`src/rtl/pedagio_pkg.sv`:
```
// Shared definitions for the toll-lane revenue arbiter: category codes,
// BCD tariffs, FSM state encoding and BCD digit width.
package pedagio_pkg;

  localparam int DIGIT_W = 4;

  localparam logic [1:0] CAT_INV = 2'd0;
  localparam logic [1:0] CAT_1   = 2'd1;
  localparam logic [1:0] CAT_2   = 2'd2;
  localparam logic [1:0] CAT_3   = 2'd3;

  // Tariffs as two packed BCD digits; all higher digits of the addend are zero.
  localparam int         TARIFA_DIGITS = 2;
  localparam logic [7:0] TARIFA_1 = 8'h10;
  localparam logic [7:0] TARIFA_2 = 8'h25;
  localparam logic [7:0] TARIFA_3 = 8'h50;

  typedef enum logic [1:0] {IDLE, ARB, ADD, ACK} state_t;

  function automatic logic [7:0] tarifa_bcd(input logic [1:0] c);
    case (c)
      CAT_1:   return TARIFA_1;
      CAT_2:   return TARIFA_2;
      CAT_3:   return TARIFA_3;
      default: return 8'h00;
    endcase
  endfunction

endpackage

```
`src/rtl/bcd_digit_add.sv`:
```
// One-digit BCD adder with decimal correction; time-shared across the digits
// of the shared total by the sequencing FSM.
module bcd_digit_add
  import pedagio_pkg::*;
(
  input  logic [DIGIT_W-1:0] a,
  input  logic [DIGIT_W-1:0] b,
  input  logic               cin,
  output logic [DIGIT_W-1:0] digit,
  output logic               cout
);

  logic [DIGIT_W:0] raw;

  // binary sum, then subtract ten (mod 16) when the digit exceeds nine
  always_comb begin
    raw = {1'b0, a} + {1'b0, b} + {{DIGIT_W{1'b0}}, cin};
    if (raw > (DIGIT_W+1)'(9)) begin
      digit = raw[DIGIT_W-1:0] - DIGIT_W'(10);
      cout  = 1'b1;
    end else begin
      digit = raw[DIGIT_W-1:0];
      cout  = 1'b0;
    end
  end

endmodule

```
`src/rtl/pedagio_arbitro_faixas.sv`:
```
// Round-robin arbiter that lets several toll lanes share one BCD revenue
// accumulator, adding one digit per clock.
// Optional macro PEDAGIO_CONTAGEM_EN adds per-category transaction counters
// on output cnt_cat (cat1 at LSBs, 8 bits each).
module pedagio_arbitro_faixas
  import pedagio_pkg::*;
#(
  parameter int N_LANES  = 4,
  parameter int N_DIGITS = 4
) (
  input  logic                          CLOCK_50,
  input  logic                          nRESET,
  input  logic [N_LANES-1:0]            req,
  input  logic [2*N_LANES-1:0]          cat,
`ifdef PEDAGIO_CONTAGEM_EN
  output logic [23:0]                   cnt_cat,
`endif
  output logic [N_LANES-1:0]            ack,
  output logic [N_LANES-1:0]            reject,
  output logic [$clog2(N_LANES)-1:0]    gnt_id,
  output logic                          busy,
  output logic [DIGIT_W*N_DIGITS-1:0]   total_bcd,
  output logic                          overflow
);

  localparam int ID_W = $clog2(N_LANES);
  localparam int K_W  = $clog2(N_DIGITS);

  state_t                      state_reg, state_next;
  logic [ID_W-1:0]             rr_ptr_reg, rr_ptr_next;
  logic [ID_W-1:0]             gnt_id_reg, gnt_id_next;
  logic [7:0]                  addend_reg, addend_next;
  logic [DIGIT_W*N_DIGITS-1:0] total_reg, total_next;
  logic [K_W-1:0]              k_reg, k_next;
  logic                        carry_reg, carry_next;
  logic                        overflow_reg, overflow_next;
  logic                        reject_reg, reject_next;

  logic                        found;
  logic [ID_W-1:0]             winner;
  logic [ID_W-1:0]             lane_idx;
  int                          idx;
  logic [1:0]                  cat_sel;
  logic [DIGIT_W-1:0]          digit_a, digit_b, digit_sum;
  logic                        carry_sum;

  // round-robin search from rr_ptr, wrapping, first requesting lane wins
  always_comb begin
    found    = 1'b0;
    winner   = '0;
    lane_idx = '0;
    idx      = 0;
    for (int i = 0; i < N_LANES; i++) begin
      idx = int'(rr_ptr_reg) + i;
      if (idx >= N_LANES) idx = idx - N_LANES;
      lane_idx = idx[ID_W-1:0];
      if (!found && req[lane_idx]) begin
        found  = 1'b1;
        winner = lane_idx;
      end
    end
    cat_sel = cat[winner*2 +: 2];
  end

  // operands for the digit currently being added; only the low tariff digits are non-zero
  always_comb begin
    digit_a = total_reg[k_reg*DIGIT_W +: DIGIT_W];
    digit_b = (k_reg < K_W'(TARIFA_DIGITS)) ? addend_reg[k_reg[0]*DIGIT_W +: DIGIT_W] : '0;
  end

  bcd_digit_add u_add (
    .a     (digit_a),
    .b     (digit_b),
    .cin   (carry_reg),
    .digit (digit_sum),
    .cout  (carry_sum)
  );

  // next-state and datapath updates for the sequencing FSM
  always_comb begin
    state_next    = state_reg;
    rr_ptr_next   = rr_ptr_reg;
    gnt_id_next   = gnt_id_reg;
    addend_next   = addend_reg;
    total_next    = total_reg;
    k_next        = k_reg;
    carry_next    = carry_reg;
    overflow_next = overflow_reg;
    reject_next   = reject_reg;
    case (state_reg)
      IDLE: if (|req) state_next = ARB;
      ARB: begin
        if (!found) begin
          state_next = IDLE;                       // request withdrawn before grant
        end else begin
          gnt_id_next = winner;
          rr_ptr_next = (winner == ID_W'(N_LANES-1)) ? '0 : winner + 1'b1;
          if (cat_sel == CAT_INV) begin
            reject_next = 1'b1;
            state_next  = ACK;
          end else begin
            reject_next = 1'b0;
            addend_next = tarifa_bcd(cat_sel);
            k_next      = '0;
            carry_next  = 1'b0;
            state_next  = ADD;
          end
        end
      end
      ADD: begin
        total_next[k_reg*DIGIT_W +: DIGIT_W] = digit_sum;
        carry_next = carry_sum;
        k_next     = k_reg + 1'b1;
        if (k_reg == K_W'(N_DIGITS-1)) begin
          state_next = ACK;
          if (carry_sum) overflow_next = 1'b1;     // total wraps modulo 10^N_DIGITS
        end
      end
      ACK:     state_next = IDLE;
      default: state_next = IDLE;
    endcase
  end

  // state and datapath registers, asynchronously cleared
  always_ff @(posedge CLOCK_50 or negedge nRESET) begin
    if (!nRESET) begin
      state_reg    <= IDLE;
      rr_ptr_reg   <= '0;
      gnt_id_reg   <= '0;
      addend_reg   <= '0;
      total_reg    <= '0;
      k_reg        <= '0;
      carry_reg    <= 1'b0;
      overflow_reg <= 1'b0;
      reject_reg   <= 1'b0;
    end else begin
      state_reg    <= state_next;
      rr_ptr_reg   <= rr_ptr_next;
      gnt_id_reg   <= gnt_id_next;
      addend_reg   <= addend_next;
      total_reg    <= total_next;
      k_reg        <= k_next;
      carry_reg    <= carry_next;
      overflow_reg <= overflow_next;
      reject_reg   <= reject_next;
    end
  end

  generate
    for (genvar gi = 0; gi < N_LANES; gi++) begin : g_lane_out
      assign ack[gi]    = (state_reg == ACK) && (gnt_id_reg == ID_W'(gi));
      assign reject[gi] = (state_reg == ACK) && (gnt_id_reg == ID_W'(gi)) && reject_reg;
    end
  endgenerate

  assign gnt_id    = gnt_id_reg;
  assign busy      = (state_reg != IDLE);
  assign total_bcd = total_reg;
  assign overflow  = overflow_reg;

`ifdef PEDAGIO_CONTAGEM_EN
  logic [1:0]  cat_reg;
  logic [23:0] cnt_reg;

  // latch the granted category, count each accepted transaction as it acks
  always_ff @(posedge CLOCK_50 or negedge nRESET) begin
    if (!nRESET) begin
      cat_reg <= CAT_INV;
      cnt_reg <= '0;
    end else begin
      if (state_reg == ARB && found) cat_reg <= cat_sel;
      if (state_reg == ACK && !reject_reg)
        cnt_reg[(cat_reg-2'd1)*8 +: 8] <= cnt_reg[(cat_reg-2'd1)*8 +: 8] + 8'd1;
    end
  end

  assign cnt_cat = cnt_reg;
`endif

endmodule
```
`config.mk`:
```
export PLATFORM = sky130hd
export DESIGN_NAME = pedagio_arbitro_faixas
export DESIGN_NICKNAME = d
export VERILOG_FILES = /design/src/rtl/pedagio_pkg.sv /design/src/rtl/bcd_digit_add.sv /design/src/rtl/pedagio_arbitro_faixas.sv
export SDC_FILE = /design/constraint.sdc
export NUM_CORES = 1
export LEC_CHECK = 0
export CAP_MARGIN = 30
export CORE_AREA = 2 2 55 109
export CTS_CLUSTER_SIZE = 40
export DETAILED_ROUTE_END_ITERATION = 12
export DIE_AREA = 0 0 57 111
export GPL_ROUTABILITY_DRIVEN = 0
export HOLD_SLACK_MARGIN = 0.03
export MAX_ROUTING_LAYER = met4
export SLEW_MARGIN = 10
export SYNTH_ARGS = -nofsm -noshare
export SYNTH_HDL_FRONTEND = slang
export SYNTH_SLANG_ARGS = --single-unit
```
`constraint.sdc`:
```
create_clock -name CLOCK_50 -period 7.65 [get_ports CLOCK_50]
set_input_delay 1.53 -clock CLOCK_50 [delete_from_list [all_inputs] [get_ports CLOCK_50]]
set_output_delay 1.53 -clock CLOCK_50 [all_outputs]
set_load 0.005 [all_outputs]
```
==> run_results.csv, run 1 <==
group,metric,value,unit
job,drv_cap,0,
timing,skew,0.004072,ns
finish,antennaDiodeCount,0,
clock_tree,cts_tree,"done",
clock_tree,cts_root_buf,"clkbuf_16",
hold_path,worstHoldPathType,"register to register",
finish,stdcell_count,303,
global_routing,grt_max_degree,31,
floorplanning,die_w,57,um
routing,top_layer_used,"met4",
logic_synthesis,synth_ff_type,"dfrtp_1",
timing,period_needed,3.635,ns
clock_tree,cts_resized,0,
worst_setup_path,crit_chain,"mux4_2, inv_1, fa_1, inv_1, fa_1, xnor2_1, ha_1, nand2_1, o21ai_0, o21ai_2, mux2i_1, a22o_1",
finish,area_delta_synth_final,29.81,%
floorplanning,floorplan.die.height,111,um
clock_tree,cts_buffer_depth,2,
timing,max_freq,275.1,MHz
logic_synthesis,synth_area_leaders,"dfrtp_1 (39%), nand2_1 (6.6%), ha_1 (5.8%)",
routing,post_drt_wl_per_cell,14.76,um
routing,met3_length,229,um
routing,via_count,1636,
timing,fin_crit_sh,47.51,%
timing,grt_setup_unrepaired,"no",
power,p_leak,0.001094,uW
routing,totalWireLength,4472,um
worst_setup_path,path_buf_inv,2,
timing,hold_viol,0,
finish,final_area,2522,um2
timing,maxSlewHeadroom,49.55,%
routing,met1_length,2033,um
routing,first_iter_violations,71,
worst_setup_path,endpoint_kind,"register",
worst_setup_path,start_kind,"register",
clock_tree,cts_max_level,2,
hold_path,holdPathEnd,"addend_reg[4]",
timing,tightest_slew,0.7552,ns
finish,fin_nets,266,
power,total_power,959.7,uW
timing,slew_viol_final,0,
placed_design,dp_cells,295,
logic_synthesis,ys_seq_area_share,38.63,%
run_status,outcome,"finished, final reports clean",
finish,drive_above_1_share,12.40,%
logic_synthesis,synth_top_cell_by_area,"dfrtp_1",
power,vdd_ir_drop_max,0.2264,mV
clock_tree,cts_setup_buffers,0,
logic_synthesis,synth_warnings,0,
logic_synthesis,synthCells,198,
worst_setup_path,critPathMaxFanout,15,
worst_setup_path,r2r-end,"total_bcd[10]",
placed_design,io_buffer_count,41,
routing,routed-wl-met2,2106,um
worst_setup_path,path_class,"register to register",
global_routing,grt_pass1_wl,8031,um
worst_setup_path,r2r_cells,12,
worst_setup_path,crit_path_max_incr_delay,0.71,ns
logic_synthesis,postSynthAreaPerCell,9.814,um2
clock_tree,hold_buffers,0,
power,power.density,380.5,nW/um2
finish,largest_register_ffs,16,
logic_synthesis,yosys.cell_count.top_type,"nand2_1",
worst_setup_path,worst_path_max_delay_cell,"dfrtp_1",
placed_design,place_area,2375,um2
logic_synthesis,synth.ff_latch_count,30,
logic_synthesis,synth_edf_count,0,
global_routing,grt_pass1_vias,1676,
routing,drc,0,
worst_setup_path,required,7.86,ns
hold_path,min_from,"addend_reg[4]",
global_routing,track_usage,16.25,%
logic_synthesis,async_flop_share,100.0,%
global_routing,antenna_found_initial,0,
clock_tree,clkLatencyLatePin,0.28,ns
clock_tree,clkTransAtPathRegs,0.05,ns
logic_synthesis,synth_area,1943,um2
logic_synthesis,netlist-cell-type-count,49,
worst_setup_path,reg2reg_slack,4.02,ns
floorplanning,io_pins,42,
floorplanning,num_rows,39,
placed_design,dp_hpwl,3258,um
worst_setup_path,worst_ep_arrival_time,3.85,ns
floorplanning,core_area,5563,um2
clock_tree,cts_sinks,30,
routing,vias_per_cell,5.399,
clock_tree,numCtsBuffers,5,
routing,dr.pass1.iters,6,
hold_path,whs_path_depth,1,
logic_synthesis,synth_common_cells,"nand2_1 (34), dfrtp_1 (30), nor2_1 (16), o21ai_0 (14), inv_1 (12)",
timing,setup_violations,0,
global_routing,overflow,0,
timing,setup_tns,0,ns
worst_setup_path,r2r_start,"k_reg[0]",
floorplanning,dieArea,6327,um2
logic_synthesis,synth_top_area_share,38.63,%
logic_synthesis,syn-num-nets,223,
routing,ant_nets,0,
floorplanning,start_util,34.93,%
worst_setup_path,cp_top_family,"multiplexers",
power breakdown:
group	switching (uW)	internal, uW
sequential	73.7	213
combinational	245	230
clock	68.7	129
total	388	572
metrics by stage:
step | setup WS (ns) | hold WS, ns | util [%]
floorplan | 4.368 | 0.4498 | -
global placement | 3.960 | 0.4650 | 42.69
detailed placement | 3.908 | 0.4566 | 42.69
CTS | 3.989 | 0.4823 | 45.34
global route | 3.695 | 0.5107 | 45.34
finish | 4.015 | 0.4799 | 45.34
cell families (layout without fill, tap and decap cells):
group	Yosys count	count (layout)	synth area share (%)
DFF	30	30	38.63
AOI/OAI and AO/OA	48	48	17.71
xor gates and xnor gates	5	5	2.640
and+or+nand+nor	71	71	17.00
buffers and inverters	19	63	5.730
muxes	14	14	10.43
adders and majority gates	11	11	7.856
area by class of cell:
type / instances / area, um2
clock inverters: 1 / 5.005
inverters: 13 / 48.80
clock buffers: 7 / 142.6
flip-flops and latches: 30 / 750.7
repair buffers: 42 / 417.9
well taps: 61 / 76.32
fillers: 573 / 3040
multi-input cells: 149 / 1081
cell usage in the layout, fill, tap and decap left out, types with 2 or more instances in the layout:
cell type,count
a21o_1,4
a21oi_1,7
a21oi_2,2
a22o_1,8
clkbuf_16,5
clkdlybuf4s50_1,41
dfrtp_1,30
fa_1,2
ha_1,9
inv_1,12
mux2_2,2
mux2_4,2
mux2i_1,6
mux4_2,4
nand2_1,34
nand2b_1,2
nand4_1,2
nor2_1,16
nor2b_1,2
nor3_1,3
o21ai_0,14
o31ai_1,2
or4_2,2
xnor2_1,4
how the worst max path moves through the flow:
| stage | slack, ns | end | from | depth (start not counted) |
|---|---|---|---|---|
| 2_1_floorplan | 4.37 | total_bcd[10] | k_reg[0] | 13 |
| 3_3_place_gp | 3.96 | addend_reg[4] | req[0] | 7 |
| 3_5_place_dp | 3.91 | addend_reg[4] | req[0] | 7 |
| 4_1_cts | 3.99 | total_bcd[10] | k_reg[0] | 12 |
| 5_1_grt | 3.69 | total_bcd[6] | k_reg[0] | 12 |
| 6_report | 4.02 | total_bcd[10] | k_reg[0] | 12 |
metal layers:
layer,track usage (%),vias to the layer above
met5,-,-
met4,6.822,0
met3,3.151,12
met2,23.52,47
met1,22.12,786
li1,-,791
Power figures use the tool's default switching activity.
==> inputs of run 2 (changes only) <==
clock period = 3.6 ns   (was 7.65 ns; I/O delays follow)
==> run 2 against run 1 <==
Against the previous run: total power rose by 110%; flip-flop and latch count did not move; non-clock buffer count rose by 4; count of clock-buffer cells in the layout did not move; fmax rose by 14%; via count rose by 0.37%; cell count rose by 1.3%; critical endpoint is now total_bcd[14]; register-to-register slack got worse by 3.6 ns; sequential power rose by 100%; clock power rose by 110%; global-route usage fell by 0.66 points.
==> run_results.csv, run 2 (synthesis results as in run 1) <==
group,metric,value,unit
timing,skew,0.003033,ns
power,p_leak,0.001114,uW
global_routing,grt_pass1_wl,7686,um
global_routing,track_usage,15.59,%
finish,antennaDiodeCount,0,
finish,fin_nets,270,
worst_setup_path,crit_chain,"mux4_2, inv_1, fa_1, inv_1, fa_1, xnor2_1, ha_1, nand2_1, o21ai_0, o21ai_2, mux2i_1, a22o_1",
global_routing,grt_pass1_vias,1657,
timing,period_needed,3.198,ns
finish,largest_register_ffs,16,
finish,drive_above_1_share,13.82,%
clock_tree,numCtsBuffers,5,
timing,hold_viol,0,
timing,fin_crit_sh,88.83,%
routing,post_drt_wl_per_cell,14.99,um
timing,max_freq,312.7,MHz
clock_tree,cts_sinks,30,
routing,via_count,1642,
floorplanning,core_area,5563,um2
placed_design,io_buffer_count,41,
power,vdd_ir_drop_max,0.3768,mV
routing,totalWireLength,4602,um
routing,dr.pass1.iters,4,
timing,holdWs,0.4706,ns
clock_tree,cts_resized,0,
job,drv_cap,0,
floorplanning,io_pins,42,
floorplanning,dieArea,6327,um2
floorplanning,die_w,57,um
floorplanning,floorplan.die.height,111,um
clock_tree,clkLatencyLatePin,0.27,ns
finish,post-route-util,45.88,%
floorplanning,start_util,34.93,%
floorplanning,num_rows,39,
clock_tree,cts_tree,"done",
worst_setup_path,endpoint_kind,"register",
clock_tree,clkTransAtPathRegs,0.05,ns
global_routing,antenna_found_initial,0,
power,power.density,808.3,nW/um2
worst_setup_path,required,3.81,ns
global_routing,grt_max_degree,31,
clock_tree,cts_setup_buffers,0,
clock_tree,hold_buffers,0,
timing,maxSlewHeadroom,68.07,%
worst_setup_path,path_class,"register to register",
finish,final_cell_mix,"clkdlybuf4s50_1 (41), nand2_1 (34), dfrtp_1 (30)",
hold_path,worstHoldPathType,"register to register",
finish,area_delta_synth_final,31.36,%
timing,setup_violations,0,
global_routing,overflow,0,
worst_setup_path,worst_ep_arrival_time,3.41,ns
worst_setup_path,worst_path_max_delay_cell,"mux4_2",
routing,ant_nets,0,
timing,tightest_slew,0.4790,ns
clock_tree,cts_buffer_depth,2,
finish,final_area,2552,um2
timing,slew_viol_final,0,
routing,drc,0,
run_status,outcome,"finished, final reports clean",
worst_setup_path,crit_path_max_incr_delay,0.51,ns
routing,first_iter_violations,43,
placed_design,place_area,2405,um2
worst_setup_path,start_kind,"register",
finish,final_common_cell,"clkdlybuf4s50_1",
routing,vias_per_cell,5.349,
timing,setup_tns,0,ns
clock_tree,cts_max_level,2,
timing,grt_setup_unrepaired,"no",
clock_tree,cts_root_buf,"clkbuf_16",
placed_design,dp_hpwl,3489,um
worst_setup_path,critPathMaxFanout,4,
finish,n_fill_cell,560,
[run 2: cell types whose count changed in the layout (fill, tap and decap cells not counted)]
cell / before / now
buf_4: 1 / 5
[run 2: path summary, 6_finish.rpt]
check | slack [ns] | end | from | depth (start not counted)
worst max-delay path | 0.40 | total_bcd[14] | k_reg[0] | 12
worst min-delay path | 0.47 | overflow | overflow | 1
worst max register to register | 0.40 | total_bcd[14] | k_reg[0] | 12
worst min register to register | 0.47 | overflow | overflow | 1
max in group asynchronous | 2.48 | total_bcd[5] | nRESET | 2
min in group asynchronous | 0.84 | total_bcd[12] | nRESET | 2
[run 2: routing by layer]
| metal | global-route usage, % | up-vias | wire length (um) |
|---|---|---|---|
| li1 | - | 793 | - |
| met1 | 20.23 | 796 | 2128 |
| met2 | 23.60 | 43 | 2192 |
| met3 | 3.384 | 10 | 182 |
| met4 | 6.047 | 0 | 98 |
| met5 | - | - | 0 |
[run 2: power breakdown]
group | switching [uW] | internal, uW | total (uW) | leakage, uW
logic | 557 | 514 | 1070 | 0.000646
registers | 129 | 453 | 582 | 0.000395
clock network | 138 | 273 | 411 | 0.0000739
total | 824 | 1240 | 2060 | 0.00111
[run 2: critical path, delay by kind of cell, from the launching register on]
family | cells | cell delay (ns)
DFF | 1 | 0.38
and+or+nand+nor | 1 | 0.06
xor gates and xnor gates | 1 | 0.18
muxes | 2 | 0.92
AOI/OAI and AO/OA | 3 | 0.62
adders and majority gates | 3 | 0.80
buffers and inverters | 2 | 0.15
[run 2: through the flow]
step                setup WS (ns)  total power [uW]  std cells
finish                     0.4023              2063        307
detailed placement         0.4299              1659        299
floorplan                  0.3180              1310        198
global placement           0.5162              1636        299
global route               0.1354              2223        307
CTS                        0.3888              2079        307
[run 2: final cells by class]
type                    instances  area (um2)  share of cell area [%]
clock buffers                   7       142.6                   5.588
clock inverters                 1       5.005                  0.1961
inverters                      13       48.80                   1.912
multi-input cells             149        1081                   42.35
flip-flops and latches         30       750.7                   29.41
well taps                      61       76.32                   2.990
repair buffers                 46       447.9                   17.55
==> inputs of run 3 (changes only) <==
--- a/config.mk
+++ b/config.mk
@@ -8,5 +8,5 @@
 export CAP_MARGIN = 30
 export CORE_AREA = 2 2 55 109
-export CTS_CLUSTER_SIZE = 40
+export CTS_CLUSTER_SIZE = 25
 export DETAILED_ROUTE_END_ITERATION = 12
 export DIE_AREA = 0 0 57 111
==> constraint.sdc (replaced) <==
create_clock -name CLOCK_50 -period 3.6 [get_ports CLOCK_50]
set_input_delay 0.36 -clock CLOCK_50 [delete_from_list [all_inputs] [get_ports CLOCK_50]]
set_output_delay 0.36 -clock CLOCK_50 [all_outputs]
set_load 0.005 [all_outputs]
==> run 3 against run 2 <==
Against the previous run: largest cell class unchanged; clock power up 1%; register-to-register slack worse by 0.04 ns; total power up 1.0%; count of clock-buffer cells in the layout unchanged; cell count unchanged; critical path depth down 2; combinational power about the same; worst setup slack worse by 0.039 ns; core utilization unchanged; largest power group unchanged; non-clock buffer count unchanged; clock skew about the same.
==> run_results.csv, run 3 (synthesis results as in run 1) <==
group,metric,value,unit
run_status,outcome,"finished, final reports clean",
floorplanning,core_area,5563,um2
power,p_leak,0.001114,uW
clock_tree,cts_tree,"done",
finish,fin_nets,270,
global_routing,track_usage,16.30,%
clock_tree,numCtsBuffers,5,
worst_setup_path,critPathMaxFanout,7,
routing,via_count,1665,
worst_setup_path,required,3.81,ns
floorplanning,io_pins,42,
placed_design,pre_cts_ws,0.3892,ns
timing,hold_viol,0,
timing,grt_setup_unrepaired,"no",
floorplanning,dieArea,6327,um2
timing,maxSlewHeadroom,66.45,%
timing,slew_viol_final,0,
worst_setup_path,r2r_start,"k_reg[0]",
global_routing,grt_max_degree,31,
routing,totalWireLength,4769,um
global_routing,antenna_found_initial,0,
placed_design,io_buffer_count,41,
worst_setup_path,path_class,"register to register",
routing,first_iter_violations,27,
clock_tree,cts_resized,0,
finish,n_fill_cell,561,
worst_setup_path,crit_start,"k_reg[0]",
clock_tree,cts_root_buf,"clkbuf_16",
timing,fin_crit_sh,89.91,%
timing,max_freq,308.9,MHz
routing,vias_per_cell,5.423,
floorplanning,die_w,57,um
clock_tree,cts_buffer_depth,2,
floorplanning,floorplan.die.height,111,um
placed_design,dp_hpwl,3554,um
clock_tree,clkTransAtPathRegs,0.05,ns
worst_setup_path,start_kind,"register",
timing,period_needed,3.237,ns
job,drv_cap,0,
power,total_power,2085,uW
worst_setup_path,crit_chain,"buf_4, mux4_2, fa_1, xnor2_1, ha_1, nand2_1, o21ai_0, o21ai_2, mux2i_1, a22o_1",
global_routing,overflow,0,
finish,antennaDiodeCount,0,
clock_tree,clkLatencyLatePin,0.28,ns
worst_setup_path,worst_path_max_delay_cell,"mux4_2",
timing,setup_slack,0.3631,ns
routing,drc,0,
worst_setup_path,cp_top_family,"multiplexers",
worst_setup_path,endpoint_kind,"register",
global_routing,grt_pass1_vias,1658,
worst_setup_path,reg2reg_slack,0.36,ns
routing,post_drt_wl_per_cell,15.53,um
worst_setup_path,r2r_cells,10,
floorplanning,num_rows,39,
worst_setup_path,path_buf_inv,1,
worst_setup_path,r2r-end,"total_bcd[6]",
floorplanning,start_util,34.93,%
clock_tree,cts_sinks,30,
worst_setup_path,worst_ep_arrival_time,3.45,ns
clock_tree,cts_setup_buffers,0,
worst_setup_path,crit_path_max_incr_delay,0.56,ns
clock_tree,hold_buffers,0,
timing,skew,0.003135,ns
hold_path,worstHoldPathType,"primary input to async pin",
timing,tightest_slew,0.4962,ns
finish,multi_input_comb_area,1081,um2
finish,final_cell_mix,"clkdlybuf4s50_1 (41), nand2_1 (34), dfrtp_1 (30)",
timing,setup_tns,0,ns
clock_tree,cts_max_level,2,
routing,dr.pass1.iters,4,
finish,drive_above_1_share,13.82,%
global_routing,grt_pass1_wl,7948,um
power,power.density,816.7,nW/um2
finish,area_delta_synth_final,31.36,%
power,vdd_ir_drop_max,0.4469,mV
finish,regArea,750.7,um2
routing,ant_nets,0,
timing,setup_violations,0,
finish,final_common_cell,"clkdlybuf4s50_1",
finish,largest_register_ffs,16,
## run 3: cell counts in the layout (fill, tap and decap cells not counted)
No cell type changed its count.
## run 3: final cells by class
| cell class | instances | share of cell area [%] |
|---|---|---|
| clock inverter | 1 | 0.1961 |
| inverter | 13 | 1.912 |
| multi-input combinational | 149 | 42.35 |
| sequential | 30 | 29.41 |
| timing repair buffer | 46 | 17.55 |
| tap | 61 | 2.990 |
| clock buffer | 7 | 5.588 |
## run 3: worst register-to-register path: stages (launching register included)
cell     delay [ns]
dfrtp_1        0.39
buf_4          0.20
mux4_2         0.57
fa_1           0.47
xnor2_1        0.19
ha_1           0.26
nand2_1        0.07
o21ai_0        0.13
o21ai_2        0.29
mux2i_1        0.42
a22o_1         0.19
## run 3: power by group
group | total [uW] | leakage, uW | internal (uW) | switching (uW)
combinational | 1090 | 0.000646 | 517 | 569
clock | 416 | 0.0000739 | 273 | 143
sequential | 582 | 0.000395 | 453 | 129
total | 2080 | 0.00111 | 1240 | 841
## run 3: routing by layer
layer	vias to the layer above	wire [um]	track usage [%]	part of all wire [%]
met5	-	0	-	0
met3	10	196	3.501	4.1
li1	799	-	-	-
met1	808	2193	20.77	46
met4	0	116	6.512	2.4
met2	48	2262	24.98	47
## run 3: worst max path at each step
stage / depth (start not counted) / slack [ns] / to
2_1_floorplan: 13 / 0.32 / total_bcd[10]
3_3_place_gp: 10 / 0.52 / total_bcd[14]
3_5_place_dp: 10 / 0.39 / total_bcd[6]
4_1_cts: 10 / 0.37 / total_bcd[6]
5_1_grt: 15 / 0.05 / total_bcd[6]
6_report: 10 / 0.36 / total_bcd[6]
## run 3: per-stage QoR
| step | util (%) | cell area (um2) | hold slack, ns | std cells |
|---|---|---|---|---|
| after floorplan | - | 1943 | 0.06441 | 198 |
| after global placement | 43.23 | 2405 | 0.4801 | 299 |
| after detailed placement | 43.23 | 2405 | 0.4756 | 299 |
| after CTS | 45.88 | 2552 | 0.4865 | 307 |
| after global routing | 45.88 | 2552 | 0.5160 | 307 |
| final | 45.88 | 2552 | 0.4779 | 307 |
